==> src/rtl/cfu_cmd_initiator.sv <==
// CPU-side initiator for the CFU custom-instruction handshake: queues requests, issues one
// command at a time, collects responses into a result queue and aborts on response timeout.
module cfu_cmd_initiator #(
  parameter int unsigned CMD_DEPTH    = 4,
  parameter int unsigned RES_DEPTH    = 4,
  parameter int unsigned TIMEOUT      = 1024,
  parameter logic [31:0] TIMEOUT_WORD = 32'hDEADBEEF
) (
  input  logic        clk_i,
  input  logic        reset_i,
  input  logic        req_valid_i,
  output logic        req_ready_o,
  input  logic [9:0]  req_function_id_i,
  input  logic [31:0] req_inputs_0_i,
  input  logic [31:0] req_inputs_1_i,
  output logic        cmd_valid_o,
  input  logic        cmd_ready_i,
  output logic [9:0]  cmd_payload_function_id_o,
  output logic [31:0] cmd_payload_inputs_0_o,
  output logic [31:0] cmd_payload_inputs_1_o,
  input  logic        rsp_valid_i,
  output logic        rsp_ready_o,
  input  logic [31:0] rsp_payload_outputs_0_i,
  output logic        res_valid_o,
  input  logic        res_ready_i,
  output logic [31:0] res_data_o,
  output logic        res_timeout_o,
  output logic        err_timeout_o,
  input  logic        err_clear_i,
  output logic [15:0] issued_count_o,
  output logic        busy_o
);

  localparam int unsigned CmdAw  = $clog2(CMD_DEPTH);
  localparam int unsigned ResAw  = $clog2(RES_DEPTH);
  localparam int unsigned TimerW = $clog2(TIMEOUT) + 1;

  typedef enum logic [1:0] {StIdle, StIssue, StWaitRsp} state_e;

  state_e             state_q, state_d;
  logic [73:0]        cmd_mem_q [CMD_DEPTH];
  logic [CmdAw:0]     cmd_wptr_q, cmd_rptr_q;
  logic [32:0]        res_mem_q [RES_DEPTH];
  logic [ResAw:0]     res_wptr_q, res_rptr_q;
  logic               cmd_full, cmd_empty, cmd_push, cmd_pop;
  logic               res_full, res_empty, res_push, res_pop;
  logic [32:0]        res_push_data;
  logic [73:0]        cmd_head;
  logic               cmd_valid_q, cmd_valid_d;
  logic [9:0]         fid_q, fid_d;
  logic [31:0]        in0_q, in0_d, in1_q, in1_d;
  logic               rsp_ready_q, rsp_ready_d;
  logic               stale_q, stale_d;
  logic               err_q, err_d;
  logic [15:0]        count_q, count_d;
  logic [TimerW-1:0]  timer_q, timer_d;
  logic               cmd_hs, rsp_hs, timeout_hit;

  // Pointers carry a wrap bit: full when the wrap bits differ and the indices match.
  assign cmd_full  = (cmd_wptr_q[CmdAw] != cmd_rptr_q[CmdAw]) &&
                     (cmd_wptr_q[CmdAw-1:0] == cmd_rptr_q[CmdAw-1:0]);
  assign cmd_empty = (cmd_wptr_q == cmd_rptr_q);
  assign res_full  = (res_wptr_q[ResAw] != res_rptr_q[ResAw]) &&
                     (res_wptr_q[ResAw-1:0] == res_rptr_q[ResAw-1:0]);
  assign res_empty = (res_wptr_q == res_rptr_q);

  assign req_ready_o = !cmd_full;
  assign cmd_push    = req_valid_i && req_ready_o;
  assign cmd_head    = cmd_mem_q[cmd_rptr_q[CmdAw-1:0]];
  assign res_valid_o = !res_empty;
  assign res_pop     = res_valid_o && res_ready_i;
  assign {res_data_o, res_timeout_o} = res_mem_q[res_rptr_q[ResAw-1:0]];

  assign cmd_valid_o               = cmd_valid_q;
  assign cmd_payload_function_id_o = fid_q;
  assign cmd_payload_inputs_0_o    = in0_q;
  assign cmd_payload_inputs_1_o    = in1_q;
  // Outside WAIT_RSP the only reason to accept a response is to drain a stale one.
  assign rsp_ready_o    = rsp_ready_q || stale_q;
  assign err_timeout_o  = err_q;
  assign issued_count_o = count_q;
  assign busy_o         = (state_q != StIdle) || !cmd_empty || stale_q;

  assign cmd_hs      = cmd_valid_q && cmd_ready_i;
  assign rsp_hs      = rsp_valid_i && rsp_ready_o;
  assign timeout_hit = (TIMEOUT != 0) && (timer_q == TimerW'(TIMEOUT - 1));

  always_comb begin
    state_d       = state_q;
    cmd_valid_d   = cmd_valid_q;
    fid_d         = fid_q;
    in0_d         = in0_q;
    in1_d         = in1_q;
    rsp_ready_d   = rsp_ready_q;
    stale_d       = stale_q;
    err_d         = err_q;
    count_d       = count_q;
    timer_d       = timer_q;
    cmd_pop       = 1'b0;
    res_push      = 1'b0;
    res_push_data = '0;
    if (err_clear_i) err_d = 1'b0;
    case (state_q)
      StIdle: begin
        if (stale_q && rsp_hs) stale_d = 1'b0;
        if (!cmd_empty && !res_full && !stale_q) begin
          cmd_pop               = 1'b1;
          {fid_d, in0_d, in1_d} = cmd_head;
          cmd_valid_d           = 1'b1;
          state_d               = StIssue;
        end
      end
      StIssue: begin
        if (cmd_hs) begin
          cmd_valid_d = 1'b0;
          count_d     = count_q + 16'd1;
          timer_d     = '0;
          rsp_ready_d = 1'b1;
          state_d     = StWaitRsp;
        end
      end
      StWaitRsp: begin
        if (rsp_hs) begin
          res_push      = 1'b1;
          res_push_data = {rsp_payload_outputs_0_i, 1'b0};
          rsp_ready_d   = 1'b0;
          state_d       = StIdle;
        end else if (timeout_hit) begin
          res_push      = 1'b1;
          res_push_data = {TIMEOUT_WORD, 1'b1};
          err_d         = 1'b1;
          stale_d       = 1'b1;
          rsp_ready_d   = 1'b0;
          state_d       = StIdle;
        end else begin
          timer_d = timer_q + TimerW'(1);
        end
      end
      default: state_d = StIdle;
    endcase
  end

  always_ff @(posedge clk_i) begin
    if (reset_i) begin
      state_q     <= StIdle;
      cmd_valid_q <= 1'b0;
      fid_q       <= '0;
      in0_q       <= '0;
      in1_q       <= '0;
      rsp_ready_q <= 1'b0;
      stale_q     <= 1'b0;
      err_q       <= 1'b0;
      count_q     <= '0;
      timer_q     <= '0;
      cmd_wptr_q  <= '0;
      cmd_rptr_q  <= '0;
      res_wptr_q  <= '0;
      res_rptr_q  <= '0;
    end else begin
      state_q     <= state_d;
      cmd_valid_q <= cmd_valid_d;
      fid_q       <= fid_d;
      in0_q       <= in0_d;
      in1_q       <= in1_d;
      rsp_ready_q <= rsp_ready_d;
      stale_q     <= stale_d;
      err_q       <= err_d;
      count_q     <= count_d;
      timer_q     <= timer_d;
      if (cmd_push) cmd_wptr_q <= cmd_wptr_q + (CmdAw + 1)'(1);
      if (cmd_pop)  cmd_rptr_q <= cmd_rptr_q + (CmdAw + 1)'(1);
      if (res_push) res_wptr_q <= res_wptr_q + (ResAw + 1)'(1);
      if (res_pop)  res_rptr_q <= res_rptr_q + (ResAw + 1)'(1);
    end
  end

  always_ff @(posedge clk_i) begin
    if (cmd_push) cmd_mem_q[cmd_wptr_q[CmdAw-1:0]] <=
        {req_function_id_i, req_inputs_0_i, req_inputs_1_i};
    if (res_push) res_mem_q[res_wptr_q[ResAw-1:0]] <= res_push_data;
  end

endmodule

==> config.mk <==
export PLATFORM = sky130hd
export DESIGN_NAME = cfu_cmd_initiator
export DESIGN_NICKNAME = d
export VERILOG_FILES = /design/src/rtl/cfu_cmd_initiator.sv
export SDC_FILE = /design/constraint.sdc
export NUM_CORES = 1
export LEC_CHECK = 0
export ABC_AREA = 1
export BUFFER_PORTS_ARGS = -buffer_cell sky130_fd_sc_hd__clkbuf_2
export CAP_MARGIN = 20
export CORE_UTILIZATION = 33
export DETAILED_ROUTE_END_ITERATION = 8
export PLACE_DENSITY = 0.53
export SLEW_MARGIN = 10
export SYNTH_ARGS = -nofsm -noshare
export SYNTH_HDL_FRONTEND = slang
export SYNTH_SLANG_ARGS = --single-unit
export TNS_END_PERCENT = 5
==> constraint.sdc <==
create_clock -name clk_i -period 9.3 [get_ports clk_i]
set_input_delay 0.93 -clock clk_i [delete_from_list [all_inputs] [get_ports clk_i]]
set_output_delay 0.93 -clock clk_i [all_outputs]
set_load 0.01 [all_outputs]
# == Word-level counts from Yosys, hierarchy flattened ==
# Memory sizes are Yosys's and may differ from the RTL's. A register that Yosys moved wholly into a read port is not among the register bits.
# Index checks and enable logic that the tools add are counted.
# totals
ff_bits,45
mem_bits_rw,428
input_bits,113
output_inout_bits,129
wordCells,102
n_memories,2
# classes
addsub,6
n_eq_ne,16
muxes,38
n_reduce_logical,29
# memory_table
name,words,width,read_ports,rd_clocked_by_memory_dff,write_ports,line_no,text
cmd_mem_q,4,74,1,1,1,41,logic [73:0] cmd_mem_q [CMD_DEPTH];
res_mem_q,4,33,1,1,1,43,logic [32:0] res_mem_q [RES_DEPTH];
# ops
cell,count
two-way mux 33 bit,3
two-way mux 11 bit,3
case mux 11 bit (2 select lines),1
two-way mux 1 bit,21
adder 16 x 1 -> 16 bit (second input constant),1
adder 3 x 1 -> 3 bit (second input constant),4
two-way mux 2 bit,6
inequality test 2 bit (second input constant),6
adder 11 x 1 -> 11 bit (second input constant),1
equality test 11 x 10 -> 1 bit (second input constant),1
logical AND 1 bit,9
AND reduction 3 bit,3
AND reduction 4 bit,2
nonzero test 2 bit,4
equality test 3 bit,2
case mux 1 bit (2 select lines),3
case mux 2 bit (3 select lines),1
logical NOT 1 bit,5
equality test 2 bit,2
AND reduction 2 bit,2
logical OR 1 bit,3
inequality test 3 bit (second input constant),1
equality test 2 x 1 -> 1 bit (second input constant),1
equality test 2 bit (second input constant),1
2 further kinds,3

# == Depth between registers and ports, before layout ==
# Gate-level depths: netlist of run 1.
# logic_depth
word_depth,7
mapped_depth,10
depth_no_buf,10

# == Worst setup path before layout of run 1 ==
# No wires, ideal clock.
# synth_timing
kind,input to register
start,input port req_valid_i
end,"memory cmd_mem_q[3][0], enable pin"
setup_ns,0.508
t_arrival_ns,4.212
t_required_ns,8.792
slack_ns,4.580
cell_stages,2
n_path_buf,0
cell_sequence,nand2_1 -> nor2_1
# synth_between
elab_chain_cells,3
# synth_lines
item,line_no,text
from (decl),11,"input logic req_valid_i,"
logical AND 1 bit,68,assign cmd_push = req_valid_i && req_ready_o;
two-way mux 1 bit,178,if (cmd_push) cmd_mem_q[cmd_wptr_q[CmdAw-1:0]] <=
two-way mux 1 bit (implied by the code),178,
to (decl),41,
# No other way between the ends.

# == Worst setup path in the final report of run 1 ==
# layout_timing
start,register cmd_rptr_q[1]
end,"memory cmd_mem_q[0][53], enable pin"
# layout_between
elab_chain_cells,6
# layout_lines
item,line_no,text
from (decl),42,"logic [CmdAw:0] cmd_wptr_q, cmd_rptr_q;"
from (signal assigned),171,if (cmd_pop) cmd_rptr_q <= cmd_rptr_q + (CmdAw + 1)'(1);
equality test 2 bit,61,(cmd_wptr_q[CmdAw-1:0] == cmd_rptr_q[CmdAw-1:0]);
logical AND 1 bit,60,assign cmd_full = (cmd_wptr_q[CmdAw] != cmd_rptr_q[CmdAw]) &&
logical NOT 1 bit,67,assign req_ready_o = !cmd_full;
logical AND 1 bit,68,
two-way mux 1 bit,178,
two-way mux 1 bit (implied by the code),178,
# No other way between the ends.

==> run_results.csv, run 1 <==
group,metric,value,unit
placement,dp_hpwl,30300,microns
sta,slew_headroom,0.270,
grt,gr-total-overflow,0,
sta,setup_clock_skew_after_layout,0.0337,ns
clock_tree,cts_setup_buffers,0,
detailed_routing,routed_via_density,4.79,
detailed_routing,dr_total_vias,13900,
layout,area_growth_syn_to_layout,18.5,%
grt,pin_count_of_the_biggest_net_entering_global_routing,109,
layout,drive_gt1_frac,0.181,
yosys,synth_mux_area_frac,0,
clock_tree,cts-root-buf,"sky130_fd_sc_hd__clkbuf_16",
grt,grt_use_total,0.159,
yosys,synthXorXnorAreaFrac,0.00243,
outcome,status,"finished, final reports clean",
yosys,synth.area.top_cells,"sky130_fd_sc_hd__edfxtp_1, sky130_fd_sc_hd__dfxtp_1, sky130_fd_sc_hd__nor2_1",
yosys,netlist.area_leader.share,0.610,
clock_tree,clock_tree.htree_level_count,2,
flow_run,maxCapViolations,0,
setup_path,reg2regPathDepth,7,
setup_path,r2r_setup_slack,5.62,ns
grt,met3_usage,0.0491,
die,placementRows,92,
sta,unrepaired_setup_endpoints_after_global_routing,"no",
die,core_area,63100,sq um
grt,first_global_vias,13800,
setup_path,setup.worst_path.start_class,"register",
die,fp.dieH,255,microns
setup_path,setup.worst_path.class,"reg2reg",
sta,final-setup-viol-count,0,
detailed_routing,drt-initial-drc-count,858,
power,power_leakage,9.02,nW
yosys,synth_fa_ha_area_frac,0.00713,
sta,post-route-period-util,0.395,
yosys,synth_flop_cell,"sky130_fd_sc_hd__edfxtp_1",
setup_path,critPathBufInv,2,
placement,preCtsSetupSlack,5.51,ns
clock_tree,cts_buffer_depth,3,
yosys,largest_family_of_logic_cells_by_synthesized_area,"compound AO/OA/AOI/OAI gates",
setup_path,crit_path_cell_trace,"inv_2 > nand2_1 > nand2_1 > nand3_1 > nand2_1 > nor2_4 > buf_4",
grt,grt_pass1_wl,79000,microns
yosys,yosysWarnings,0,
yosys,synth_enable_flop_cells,428,
yosys,postSynthRegisterBits,549,
setup_path,timing.critical_path.to_type,"register",
setup_path,crit_path_frequent_cell,"sky130_fd_sc_hd__nand2_1",
power,ir_drop,0.169,mV
die,ios,242,
detailed_routing,drtPass1Iterations,5,
detailed_routing,ant_nets,0,
grt,groute.layer.met2.usage,0.266,
hold_path,min-delay-start,"timer_q[7]",
grt,initial_antenna_violation_count,14,
sta,min_period,3.68,ns
placement,io_buffer_count,241,
sta,slew_viol_final,0,
layout,n_fill_cell,6128,
clock_tree,cts.sinks,549,
layout,final_net_count,2134,
clock_tree,tritoncts,"done",
yosys,syn_inst,1793,
grt,gr_util_met1,0.196,
hold_path,worstHoldPathType,"reg2reg",
die,initial_core_util,0.334,
sta,postLayoutSetupSlackWorst,5.62,ns
clock_tree,worst_skew_pair.late_latency,0.63,ns
clock_tree,post_cts.resized_instances,0,
setup_path,worst-path-stages,7,
yosys,cell_type_with_the_largest_total_area_after_synthesis,"sky130_fd_sc_hd__edfxtp_1",
setup_path,worstPathArrival,3.91,ns
hold_path,hold-path-endpoint,"timer_q[7]",
hold_path,worst_hold_path.num_cells,2,
yosys,synth-simple-area-share,0.113,
clock_tree,cts-hold-fix-buffers,0,
setup_path,slowest_stage,"sky130_fd_sc_hd__dfxtp_4",
placement,weighted_congestion_reported_at_the_end_of_routability_driven_placement,0.765,
grt,grt-busiest-layer,"met2",
yosys,postSynth.asyncResetShare,0,
setup_path,worst-endpoint-required,9.53,ns
sta,worst_slew_pin_slew,1.10,ns
setup_path,rr_startpoint,"cmd_rptr_q[1]",
clock_tree,cts.reportedPaths.clkPinSlew,0.06,ns
die,die_w,255,microns
yosys,synth_cell_type_count,37,
detailed_routing,route.detailed.drc,0,
setup_path,worst_stage_delay_on_the_critical_path,0.97,ns
layout,ff_latch_area,15300,sq um
sta,fmaxAchievable,0.272,GHz
sta,finalHoldViolCount,0,
yosys,synth_compound_gate_area_share,0.116,
yosys,synth_area,21100,sq um
sta,setup_tns,0,ns
detailed_routing,wl_per_cell,17.9,microns
power,p_per_area,276,nW/um^2
setup_path,cp_top_family,"simple AND/OR/NAND/NOR gates",
yosys,post_synthesis_sequential_area_ratio,0.725,
layout,multiInputGateArea,5080,sq um
setup_path,r2r-end,"cmd_mem_q[0][53]",
clock_tree,cts_buffers,56,
setup_path,critPathMaxFanout,78,
detailed_routing,detail_route.wirelength,52000,microns
yosys,postSynthAreaPerCell,11.7,sq um
yosys,synth.net_count,1918,
die,floorplan.die_area,64900,sq um
==> routing by layer <==
metal | wire length, microns | part of all wire
met5 | 133 | 0.0026
met3 | 3390 | 0.065
met1 | 22400 | 0.43
met2 | 24800 | 0.48
met4 | 1230 | 0.024
==> through the flow <==
stage	power [mW]	hold slack, ns	area, sq um	utilization	cells
2_1_floorplan	4.22	0.436	21100	-	1793
3_3_place_gp	4.77	0.445	23000	0.364	2788
3_5_place_dp	4.81	0.452	23100	0.366	2793
4_1_cts	6.99	0.463	24900	0.394	2898
5_1_grt	7.30	0.492	25000	0.396	2904
6_report	6.89	0.460	25000	0.396	2906
==> Yosys cell counts, drive strengths merged (4+ instances only) <==
cell      n
o22ai   107
ha       12
o21ai   311
a21oi    35
buf      43
clkbuf   63
nand2    89
edfxtp  428
inv      61
dfxtp   121
nor2    474
nand4     4
nand3    27
nor3      5
==> worst max-delay path by stage <==
stage | start | end | slack [ns]
2_1_floorplan | req_valid_i | cmd_mem_q[3][0] | 4.58
3_3_place_gp | cmd_rptr_q[1] | cmd_mem_q[1][63] | 5.47
3_5_place_dp | cmd_rptr_q[1] | cmd_mem_q[1][58] | 5.51
4_1_cts | register | res_data_o[28] | 5.41
5_1_grt | cmd_rptr_q[1] | cmd_mem_q[2][51] | 5.37
6_report | cmd_rptr_q[1] | cmd_mem_q[0][53] | 5.62
==> placed cells by master (no fill, tap or decap), types with 2 or more instances in the layout <==
cell type                   count
sky130_fd_sc_hd__nor2_1       462
sky130_fd_sc_hd__edfxtp_1     428
sky130_fd_sc_hd__clkbuf_2     241
sky130_fd_sc_hd__o21ai_0      209
sky130_fd_sc_hd__dfxtp_1      118
sky130_fd_sc_hd__o22ai_1      107
sky130_fd_sc_hd__o21ai_1      102
sky130_fd_sc_hd__nand2_1       86
sky130_fd_sc_hd__clkbuf_16     56
sky130_fd_sc_hd__inv_1         53
sky130_fd_sc_hd__a21oi_1       35
sky130_fd_sc_hd__nand3_1       25
sky130_fd_sc_hd__clkbuf_1      19
sky130_fd_sc_hd__buf_4         14
sky130_fd_sc_hd__ha_1          12
sky130_fd_sc_hd__clkinv_1       9
sky130_fd_sc_hd__nor2_4         8
sky130_fd_sc_hd__clkinv_2       8
sky130_fd_sc_hd__clkbuf_8       6
sky130_fd_sc_hd__buf_12         6
sky130_fd_sc_hd__nor3_1         5
sky130_fd_sc_hd__inv_2          5
sky130_fd_sc_hd__diode_2        4
sky130_fd_sc_hd__nor2_2         4
sky130_fd_sc_hd__xor2_1         3
sky130_fd_sc_hd__buf_16         3
sky130_fd_sc_hd__nand4_1        2
sky130_fd_sc_hd__nand2_2        2
sky130_fd_sc_hd__o21bai_1       2
sky130_fd_sc_hd__clkinv_16      2
sky130_fd_sc_hd__inv_6          2
sky130_fd_sc_hd__bufinv_16      2
sky130_fd_sc_hd__dfxtp_4        2
==> registers in the layout, summed over array words and instances (netlist names), 10 cells and up, named ones only <==
| register | flops |
|---|---|
| timer_q | 11 |
| cmd_payload_inputs_1_o | 32 |
| issued_count_o | 16 |
| res_mem_q | 132 |
| cmd_payload_inputs_0_o | 32 |
| cmd_mem_q | 296 |
| cmd_payload_function_id_o | 10 |
==> tightest hold or removal path, delay by kind of cell (launching register included) <==
kind | cells | cell delay, ns
buffers and inverters | 1 | 0.05
DFF | 1 | 0.32
AOI/OAI and AO/OA | 1 | 0.05
==> logic make-up (layout without fill, tap and decap cells) <==
logic type | count (synthesis) | after routing
adder cells (fa/ha/maj) | 12 | 12
AND/OR/NAND/NOR | 602 | 602
AO/OA/AOI/OAI | 458 | 458
other | 0 | 4
XOR/XNOR | 5 | 5
buffers and inverters | 167 | 430
flip-flops | 549 | 549
==> power by group <==
group          switching [mW]  internal [mW]
clock                   0.938           1.23
sequential              0.189           2.91
combinational            1.11          0.519
==> cell type report <==
cell class	instances	area share
Clock inverter	23	0.00902
Antenna cell	4	0.000401
Clock buffer	82	0.0626
Multi-Input combinational cell	1077	0.203
Inverter	61	0.00937
Timing Repair Buffer	264	0.0606
Sequential cell	549	0.612
Tap cell	846	0.0424
No activity file was read; power rests on OpenSTA's default activity.
==> run 2, diff against run 1 <==
Clock period 9.3 ns to 3.55 ns, I/O delays scaled along.
==> run 2 against run 1 <==
Register-to-register slack worse by 4.3 ns. Routed wire length up 3.0%. Die area is the same. Worst setup slack got worse by 4.8 ns. Worst hold slack lost 0.39 ns. Critical path depth decreased by 2. Non-clock buffer count up 81. Core utilization grew 1.8 points. Via count increased by 2.3%. Sequential share of layout area is 2.6 points lower. First-iteration DRC count shrank 3.0%. Design area grew 4.4%. Highest routed layer unchanged.
==> run_results.csv, run 2 (synthesis gave the netlist of run 1 again) <==
group,metric,value,unit
grt,grt_use_total,0.163,
detailed_routing,detail_route.wirelength,53500,microns
power,power.share.combinational,0.239,
clock_tree,cts_buffer_depth,3,
power,ir_drop,0.509,mV
clock_tree,tritoncts,"done",
sta,min_period,2.69,ns
power,power_leakage,9.52,nW
layout,largest_reg_flops,296,
layout,drive_gt1_frac,0.186,
power,p_int,13.1,mW
clock_tree,cts.reportedPaths.clkPinSlew,0.06,ns
sta,post-route-period-util,0.758,
sta,finalHoldViolCount,0,
detailed_routing,routed_via_density,4.76,
die,fp.dieH,255,microns
hold_path,hold-path-endpoint,"res_mem_q[2][21]",
clock_tree,cts.sinks,549,
detailed_routing,dr_total_vias,14200,
sta,worst_slew_pin_slew,1.02,ns
sta,setup_clock_skew_after_layout,0.0404,ns
placement,dp_hpwl,30200,microns
setup_path,setup.worst_path.class,"reg2out",
setup_path,rr_startpoint,"state_q[0]",
power,total_power,19.2,mW
detailed_routing,drt-initial-drc-count,832,
die,initial_core_util,0.334,
grt,gr-total-overflow,0,
grt,initial_antenna_violation_count,8,
setup_path,timing.critical_path.to_type,"output pin",
grt,first_global_vias,14100,
hold_path,worst_hold_path.num_cells,3,
hold_path,worstHoldPathType,"in2reg",
power,p_per_area,736,nW/um^2
placement,io_buffer_count,241,
clock_tree,clock_tree.htree_level_count,2,
setup_path,r2r-end,"cmd_payload_inputs_0_o[2]",
layout,leading_cell_type_in_the_layout_fill_and_taps_excluded,"sky130_fd_sc_hd__nor2_1",
die,core_area,63100,sq um
detailed_routing,wl_per_cell,17.9,microns
clock_tree,post_cts.resized_instances,0,
sta,final-setup-viol-count,0,
detailed_routing,route.detailed.drc,0,
layout,layout.cells.most_common_list,"sky130_fd_sc_hd__nor2_1, sky130_fd_sc_hd__edfxtp_1, sky130_fd_sc_hd__clkbuf_2",
sta,slew_viol_final,0,
grt,grt_pass1_wl,81500,microns
power,clock_power_share,0.346,
die,floorplan.die_area,64900,sq um
clock_tree,cts_setup_buffers,0,
die,ios,242,
detailed_routing,drtPass1Iterations,5,
hold_path,min-delay-start,"rsp_payload_outputs_0_i[20]",
sta,fmaxAchievable,0.372,GHz
setup_path,r2r_setup_slack,1.28,ns
setup_path,worstPathArrival,2.33,ns
setup_path,critPathMaxFanout,24,
flow_run,maxCapViolations,0,
clock_tree,worst_skew_pair.late_latency,0.63,ns
sta,postLayoutSetupSlackWorst,0.861,ns
detailed_routing,ant_nets,0,
layout,area_growth_syn_to_layout,23.8,%
power,switching_share,0.317,
setup_path,setup.worst_path.start_class,"register",
sta,unrepaired_setup_endpoints_after_global_routing,"no",
placement,preCtsSetupSlack,1.22,ns
clock_tree,cts_buffers,59,
setup_path,reg2regPathDepth,6,
power,share_seq_of_total_power,0.415,
die,placementRows,92,
clock_tree,cts-hold-fix-buffers,75,
power,p_switching,6.08,mW
setup_path,worst-endpoint-required,3.19,ns
grt,pin_count_of_the_biggest_net_entering_global_routing,151,
placement,weighted_congestion_reported_at_the_end_of_routability_driven_placement,0.776,
sta,slew_headroom,0.323,
clock_tree,cts-root-buf,"sky130_fd_sc_hd__clkbuf_16",
layout,final_net_count,2218,
die,die_w,255,microns
outcome,status,"finished, final reports clean",
## run 2: layout make-up
type | instances | area, sq um
well taps | 846 | 1060
clock buffers | 76 | 1620
multi-input cells | 1077 | 5080
repair buffers | 345 | 2260
inverters | 61 | 234
fillers | 6072 | 37000
flip-flops and latches | 549 | 15300
diodes | 5 | 12.5
clock inverters | 36 | 522
## run 2: power by group through the flow
stage          clock, mW  combinational [mW]  sequential [mW]
4_1_cts             6.81                4.69             7.98
5_1_grt             7.04                5.11             8.04
2_1_floorplan          0                2.80             8.24
3_5_place_dp           0                4.60             8.10
6_report            6.64                4.58             7.96
3_3_place_gp           0                4.55             8.09
## run 2: metrics by stage
stage | utilization | TNS, ns | hold slack (ns) | area [sq um] | cells
4_1_cts | 0.413 | 0 | 0.0330 | 26100 | 2990
6_report | 0.413 | 0 | 0.0726 | 26100 | 2995
3_3_place_gp | 0.367 | 0 | 0.452 | 23200 | 2803
5_1_grt | 0.413 | 0 | 0.0622 | 26100 | 2994
3_5_place_dp | 0.367 | 0 | 0.457 | 23200 | 2803
2_1_floorplan | - | -223.17 | 0.436 | 21100 | 1793
## run 2: how the worst max path moves through the flow
stage / startpoint / end
after detailed placement: state_q[0] / cmd_payload_inputs_1_o[29]
after global routing: register / res_data_o[30]
after CTS: register / res_data_o[30]
final: register / res_data_o[30]
after global placement: timer_q[0] / res_mem_q[0][13]
after floorplan: cmd_rptr_q[0] / cmd_mem_q[0][0]
## run 2: worst max-delay path, stage by stage, from the launching register on
cell                       delay, ns
sky130_fd_sc_hd__dfxtp_1        0.31
sky130_fd_sc_hd__inv_1          0.60
sky130_fd_sc_hd__buf_4          0.30
sky130_fd_sc_hd__o21ai_0        0.10
sky130_fd_sc_hd__o22ai_1        0.23
sky130_fd_sc_hd__clkbuf_2       0.19
## run 2: layer usage
metal  GRT usage  vias to the layer above  share of wire
met5           0                        -        0.00086
met4      0.0453                        8          0.018
met3      0.0342                       70          0.052
met2       0.272                      302           0.48
met1       0.215                     6890           0.45
li1            -                     6979              -
==> run 3, diff against run 2 <==
Clock period 3.55 ns to 2.6 ns, I/O delays scaled along.
==> run 3 against run 2 <==
Clock power increased by 23%. Count of clock-buffer cells in the layout rose by 15. Power is 33% higher. Clock skew up 0.0080 ns. Flip-flop and latch count is the same. Final cell count is 0.73% higher. Largest cell class unchanged. Critical path type unchanged.
==> run_results.csv, run 3 (synthesis gave the netlist of run 1 again) <==
group,metric,value,unit
outcome,status,"finished, final reports clean",
layout,area_growth_syn_to_layout,24.4,%
detailed_routing,dr_total_vias,14400,
setup_path,critPathMaxFanout,21,
clock_tree,clock_tree.htree_level_count,2,
clock_tree,cts_buffer_depth,3,
placement,preCtsSetupSlack,0.423,ns
clock_tree,cts.sinks,549,
placement,dp_hpwl,31200,microns
grt,grt_pass1_wl,81200,microns
layout,drive_gt1_frac,0.184,
placement,io_buffer_count,241,
detailed_routing,route.detailed.drc,0,
die,ios,242,
detailed_routing,drt-initial-drc-count,737,
detailed_routing,detail_route.wirelength,53300,microns
hold_path,worstHoldPathType,"in2reg",
flow_run,maxCapViolations,0,
detailed_routing,wl_per_cell,17.7,microns
setup_path,worst_stage_delay_on_the_critical_path,0.71,ns
sta,fmaxAchievable,0.428,GHz
layout,largest_reg_flops,296,
setup_path,crit_path_cell_trace,"buf_12 > o21ai_0 > o22ai_1 > clkbuf_2",
clock_tree,cts-root-buf,"sky130_fd_sc_hd__clkbuf_16",
grt,initial_antenna_violation_count,7,
sta,unrepaired_setup_endpoints_after_global_routing,"no",
layout,final_net_count,2244,
layout,final_util,0.415,
sta,setup_clock_skew_after_layout,0.0484,ns
clock_tree,cts_buffers,60,
die,core_area,63100,sq um
sta,slew_headroom,0.275,
sta,finalHoldViolCount,0,
sta,min_period,2.34,ns
setup_path,worstPathArrival,2.08,ns
layout,n_fill_cell,6131,
die,placementRows,92,
die,die_w,255,microns
die,initial_core_util,0.334,
layout,layout.cells.most_common_list,"sky130_fd_sc_hd__nor2_1, sky130_fd_sc_hd__edfxtp_1, sky130_fd_sc_hd__clkbuf_2",
power,ir_drop,0.664,mV
setup_path,setup.worst_path.start_class,"register",
sta,final-setup-viol-count,0,
detailed_routing,ant_nets,0,
setup_path,worst-endpoint-required,2.34,ns
placement,placed_cells,2818,
sta,post-route-period-util,0.899,
detailed_routing,routed_via_density,4.79,
setup_path,setup.worst_path.class,"reg2out",
clock_tree,worst_skew_pair.late_latency,0.64,ns
clock_tree,tritoncts,"done",
grt,gr-total-overflow,0,
power,power_leakage,9.57,nW
sta,slew_viol_final,0,
setup_path,slowest_stage,"sky130_fd_sc_hd__dfxtp_1",
setup_path,timing.critical_path.to_type,"output pin",
placement,weighted_congestion_reported_at_the_end_of_routability_driven_placement,0.766,
layout,instances_no_fill,3017,
layout,leading_cell_type_in_the_layout_fill_and_taps_excluded,"sky130_fd_sc_hd__nor2_1",
sta,worst_slew_pin_slew,1.09,ns
die,floorplan.die_area,64900,sq um
grt,grt_use_total,0.163,
power,p_per_area,970,nW/um^2
grt,pin_count_of_the_biggest_net_entering_global_routing,104,
clock_tree,cts.reportedPaths.clkPinSlew,0.06,ns
die,fp.dieH,255,microns
grt,first_global_vias,14200,
detailed_routing,drtPass1Iterations,6,
sta,postLayoutSetupSlackWorst,0.263,ns
clock_tree,cts_setup_buffers,0,
-- run 3: cell types whose count changed in the layout (fill, tap and decap cells not counted), sizes merged --
cell         previous run  this run
bufinv                 11         2
buf                    29        44
dlygate4sd3            75        85
clkinv                 21        17
clkinvlp                4         2
clkbuf                317       332
diode                   5         2
-- run 3: power breakdown --
part	switching, mW	internal (mW)	total (mW)
Sequential	0.476	10.4	10.9
Clock	3.38	4.78	8.16
Combinational	4.31	2.09	6.40
Total	8.17	17.3	25.4
-- run 3: timing repair --
action | 4_1_cts | 5_1_grt
endpoints found under the hold margin | 329 | 0
gates resized for setup | 0 | 0
hold buffers | 85 | 0
-- run 3: layout make-up --
| type | count | area (sq um) | share of cell area |
|---|---|---|---|
| Antenna cell | 2 | 5.00 | 0.000191 |
| Clock buffer | 91 | 1730 | 0.0659 |
| Clock inverter | 21 | 196 | 0.00750 |
| Inverter | 61 | 234 | 0.00893 |
| Multi-Input combinational cell | 1077 | 5080 | 0.194 |
| Sequential cell | 549 | 15300 | 0.583 |
| Tap cell | 846 | 1060 | 0.0404 |
| Timing Repair Buffer | 370 | 2630 | 0.100 |
-- run 3: critical path: cells and delay by family (launching register included) --
family                 cells  cell delay (ns)
AO/OA/AOI/OAI              2             0.34
buffers and inverters      2             0.43
flip-flops                 1             0.71
-- run 3: path summary, 6_finish.rpt --
path	startpoint	slack (ns)	cells past startpoint	endpoint
worst max-delay path	register	0.26	4	res_data_o[1]
worst min-delay path	rsp_payload_outputs_0_i[4]	0.04	3	res_mem_q[0][5]
worst max register to register	cmd_wptr_q[1]	0.41	7	cmd_mem_q[0][40]
worst min register to register	timer_q[10]	0.47	2	timer_q[10]
-- run 3: metrics by stage --
stage | hold WS, ns | power [mW] | setup TNS, ns | instance area, sq um
final | 0.0355 | 25.4 | 0 | 26200
after global routing | 0.0420 | 26.9 | 0 | 26200
after CTS | 0.00239 | 25.8 | 0 | 26200
after detailed placement | 0.457 | 17.5 | 0 | 23400
after global placement | 0.452 | 17.4 | 0 | 23400
after floorplan | 0.359 | 15.1 | -277.74 | 21100
-- run 3: metal layers --
metal	GRT usage	share of wire
met2	0.276	0.48
met5	0	0.00079
met1	0.208	0.44
met4	0.0467	0.021
met3	0.0362	0.057
